## config.mk

```make
export PLATFORM = sky130hd
export DESIGN_NAME = pipe_stage_reg
export DESIGN_NICKNAME = d
export VERILOG_FILES = /design/src/rtl/pipe_stage_reg.sv
export SDC_FILE = /design/constraint.sdc
export NUM_CORES = 1
export LEC_CHECK = 0
export CAP_MARGIN = 30
export CORE_MARGIN = 5
export CORE_UTILIZATION = 45
export CTS_CLUSTER_SIZE = 20
export DETAILED_ROUTE_END_ITERATION = 10
export MAX_ROUTING_LAYER = met4
export PLACE_DENSITY = 0.81
export SYNTH_ARGS = -nofsm -noshare
export SYNTH_HDL_FRONTEND = slang
export SYNTH_SLANG_ARGS = --single-unit
```

## constraint.sdc

```tcl
create_clock -name clk -period 9.6 [get_ports clk]
set_clock_uncertainty 0.1 [all_clocks]
set_input_delay 1.92 -clock clk [delete_from_list [all_inputs] [get_ports clk]]
set_output_delay 1.92 -clock clk [all_outputs]
set_load 0.01 [all_outputs]
```

## src/rtl/pipe_stage_reg.sv

```systemverilog
// Inter-stage pipeline register with a valid/ready handshake, a 2-entry skid buffer,
// a synchronous flush, and NOP bubbles whenever the stage holds nothing.
module pipe_stage_reg #(
  parameter int               WIDTH     = 64,
  parameter logic [WIDTH-1:0] NOP_VALUE = '0
) (
  input  logic             clk,
  input  logic             rst,
  input  logic [WIDTH-1:0] in_data,
  input  logic             in_valid,
  output logic             in_ready,
  output logic [WIDTH-1:0] out_data,
  output logic             out_valid,
  input  logic             out_ready,
  input  logic             flush,
  output logic [1:0]       count
);

  logic [WIDTH-1:0] skid_data;
  logic             skid_valid;
  logic             accept;
  logic             pop;

  assign accept = in_valid & in_ready;
  assign pop    = out_valid & out_ready;

  // count is derived only from flops, so no input reaches it combinationally.
  assign count = {1'b0, out_valid} + {1'b0, skid_valid};

  always_ff @(posedge clk or posedge rst) begin
    if (rst) begin
      out_valid  <= 1'b0;
      out_data   <= NOP_VALUE;
      skid_valid <= 1'b0;
      skid_data  <= '0;
      in_ready   <= 1'b1;
    end else if (flush) begin
      out_valid  <= 1'b0;
      out_data   <= NOP_VALUE;
      skid_valid <= 1'b0;
      in_ready   <= 1'b1;
    end else if (!out_valid || (pop && !skid_valid)) begin
      if (accept) begin
        out_data  <= in_data;
        out_valid <= 1'b1;
      end else begin
        out_data  <= NOP_VALUE;
        out_valid <= 1'b0;
      end
    end else if (pop) begin
      // The skid entry moves up to main; in_ready was 0, so nothing new arrives.
      out_data   <= skid_data;
      skid_valid <= 1'b0;
      in_ready   <= 1'b1;
    end else if (accept) begin
      skid_data  <= in_data;
      skid_valid <= 1'b1;
      in_ready   <= 1'b0;
    end
  end

endmodule

```

Yosys cells after proc, flatten, opt, wreduce, memory -nomap -nowiden
Cells that the tools add are included.
Storage, ports and cells
  register bits: 131
  bits of input ports: 69
  output and inout port bits: 68
  logic and storage cells: 36
Cells by class
  add/subtract/negate cells: 1
  equal/unequal tests: 1
  muxes and demuxes: 15
  bitwise operators: 5
  reduce and logical (&&, ||, !) cells: 9
Operator list (count)
  $mux 64: 4
  $mux 1: 11
  $reduce_bool 3->1: 2
  $reduce_and 4->1: 1
  $not 1->1: 3
  $add 1x1->2: 1
  $and 1x1->1: 2
  $logic_not 1->1: 2
  $ne 2x2->1 const B: 1
  $reduce_and 2->1: 1
  $reduce_bool 2->1: 1
  $logic_and 1x1->1: 1
  $logic_or 1x1->1: 1

Longest topological paths before layout
  word-level depth: 5
  mapped depth: 6
  depth with buffers taken out: 3

Least setup slack after synthesis
OpenSTA, ideal clock, no wires.
  path type: input to register
  from: input port flush
  to: register skid_data[19]
  library setup time: 0.125 ns
  arrival time: 3.051 ns
  data required time: 9.375 ns
  setup slack: 6.324 ns
  stages: 4
  buffers on the path: 1
  cells stage by stage: nand2b_1 -> nor3_4 -> buf_6 -> mux2_2
Between the ends
  cells in the longest elaborated chain, start to end: 2
Ends and longest elaborated chain
  start: declaration: RTL line 15  | input logic flush,
  $not 1->1 (no line)
  $reduce_and 4->1 (no line)
  end signal: assignment: RTL line 56  | skid_data <= in_data;
  end: declaration: RTL line 19  | logic [WIDTH-1:0] skid_data;
No other way between the ends.
A chain may end at the register's enable or synchronous reset.

Worst setup path after layout
  from: input port flush
  to: register out_data[62]
Between the ends
  cells in the longest elaborated chain, start to end: 1
Ends and longest elaborated chain
  $reduce_bool 3->1 (no line) / $mux 64 (equally long branches)
  end signal: assignment: RTL line 44  | out_data <= in_data;
  end signal: assignment: RTL line 52  | out_data <= skid_data;
  end: declaration: RTL line 12  | output logic [WIDTH-1:0] out_data,
Several ways; a longest one is shown, not always the timed one.

==> flow_summary.json <==
{
  "max_freq_ghz": 0.2209,
  "ant_nets": 0,
  "fin_area_mm2": 0.008259,
  "grt_pass1_wl_um": 27970,
  "cellPowerDensity_mw_per_mm2": 189.7,
  "status": "completed",
  "h-tree-depth": 4,
  "worstHoldStart": "skid_data[15]",
  "whs_endpoint": "skid_data[15]",
  "synth_cell_types": 20,
  "rows": 43,
  "ctsResizeCount": 0,
  "p_total_mw": 1.567,
  "core_mm2": 0.01383,
  "hold_path_depth": 1,
  "dp_hpwl_um": 10740,
  "post_cts_buffers": 0,
  "critPathKind": "in -> reg",
  "ir_drop_v": 0.0001146,
  "swShare_pct": 25.66,
  "syn_inst": 593,
  "cts_tree": "yes",
  "fillers": 1118,
  "drive_gt1_share_pct": 15.28,
  "r2r_start": "out_valid",
  "avgViaCountPerCell": 5.985,
  "die-area_mm2": 0.01649,
  "maxCapViolations": 0,
  "synth.top_cell.area_share_pct": 51.57,
  "final_cell_mix": "clkdlybuf4s50_1, dfrtp_1, a21oi_1",
  "grt_max_degree": 76,
  "wire_per_inst_um": 19.58,
  "setup_viol": 0,
  "final_common_cell": "clkdlybuf4s50_1",
  "path_clk_slew_ns": 0.05,
  "period_share_pct": 47.15,
  "syn_area_mm2": 0.006309,
  "dr.first_iter.drc_count": 623,
  "cts_hold_buf": 0,
  "yosysWarnings": 0,
  "rsz0062_at_grt": "false",
  "clock_latency_ns": 0.42,
  "num_vias": 5309,
  "hold_path.class": "reg -> reg",
  "fin_cells": 887,
  "num_antenna_cells": 0,
  "tns_ns": 0,
  "r2r_end": "out_data[62]",
  "cp_data_required_time_ns": 9.86,
  "drc": 0,
  "ys_ff_latch": 131,
  "ys_seq_area_share_pct": 51.98,
  "hold_viol_final": 0,
  "portBuffers": 136,
  "globalRouteTotalUtil_pct": 22.02,
  "leakage_nw": 3.519,
  "clockPowerShare_pct": 37.6,
  "holdWs_ns": 0.3981,
  "power_frac_seq_pct": 45.4,
  "p_int_mw": 1.165,
  "dpl_worst_slack_ns": 4.719,
  "grt_antenna_before_repair": 0,
  "syn_nets": 663,
  "start_util_pct": 45.62,
  "numCtsBuffers": 17,
  "finish.utilization_pct": 59.73,
  "clockBufferDepth": 2,
  "ios": 137,
  "slew_headroom_pct": 38.78,
  "r2r_cells": 6,
  "avgSynthCellArea_um2": 10.64,
  "overflow": 0,
  "grt_pass1_vias": 5330,
  "pwr-share-comb_pct": 17.0,
  "reg2reg_slack_ns": 6.53,
  "arrival_ns": 4.78,
  "gp_congestion": 0.7752,
  "dp.cells": 857,
  "fin_nets": 766,
  "power.switching_uw": 402.0,
  "cp-start-kind": "input pin",
  "die_w_um": 128.4,
  "worstPathMaxFanout": 68,
  "yosysTopAreaCell": "dfrtp_1",
  "clock-sinks": 131,
  "synth.area.top_cells": "dfrtp_1, mux2_2, a2111oi_0",
  "syn_to_final_growth_pct": 30.92,
  "place_area_mm2": 0.007717,
  "slew_violations": 0,
  "root_buffer": "clkbuf_16",
  "die_y_um": 128.4,
  "min_period_ns": 4.526,
  "first_pass_iters": 6,
  "worstMarginPinSlew_ns": 0.9183,
  "wl_um": 17370,
  "setup_ws_ns": 5.074,
  "end_kind": "register"
}
-- how the worst max path moves through the flow --
stage	from	to	slack [ns]	cells after the start
global route	flush	out_data[62]	4.95	7
detailed placement	flush	out_data[62]	4.72	7
floorplan	rst	out_data[0]	4.08	1
global placement	flush	out_data[62]	4.75	7
CTS	flush	out_data[62]	5.15	7
finish	flush	out_data[62]	5.07	7
-- cell usage after synthesis --
library cell and instances:
a2111oi_0 64, a211oi_1 1, a21oi_1 67, a31oi_1 1, buf_1 6, buf_2 5
buf_6 6, clkbuf_1 46, dfrtp_1 130, dfstp_2 1, ha_1 1, inv_1 65
mux2_1 5, mux2_2 59, nand2_1 67, nand2b_1 2, nor3_4 1, o21bai_1 1
o22a_1 64, or2_2 1
-- routing by layer --
| layer | track usage (%) | vias to the layer above | share of wire (%) |
|---|---|---|---|
| met5 | - | - | 0 |
| met4 | 7.615 | 0 | 2.1 |
| met3 | 4.566 | 33 | 6.9 |
| met2 | 34.23 | 256 | 49 |
| met1 | 28.81 | 2665 | 42 |
| li1 | - | 2355 | - |
-- registers in the layout (all words and copies together) (netlist names) --
signal,cells
out_data,64
skid_data,64
in_ready,1
out_valid,1
skid_valid,1
-- critical path: stages --
cell and delay (ns):
buf_2 0.08, buf_4 0.51, nand2b_2 0.23, buf_4 0.62, or2_2 0.60, buf_4 0.51, o22a_1 0.22
-- cell families after synthesis --
group	synth area share (%)
simple gates	4.542
fa+ha+maj	0.1983
mux	11.42
compound gates	23.42
flops	51.98
buf+inv	8.429
-- power by group through the flow --
stage,registers (mW),clock network (mW),logic (mW)
floorplan,0.709,0,0.149
global placement,0.710,0,0.252
detailed placement,0.718,0,0.267
CTS,0.710,0.597,0.268
global route,0.721,0.624,0.290
finish,0.711,0.589,0.266
-- area by class of cell --
class                           count  area [µm²]  share of cell area [%]
Clock buffer                       26       519.2                   6.287
Clock inverter                      4       22.52                  0.2727
Inverter                           65       246.5                   2.984
Multi-Input combinational cell    334        2505                   30.33
Sequential cell                   131        3282                   39.74
Tap cell                          180       225.2                   2.727
Timing Repair Buffer              147        1459                   17.66
No activity file was read; power rests on OpenSTA's default activity.
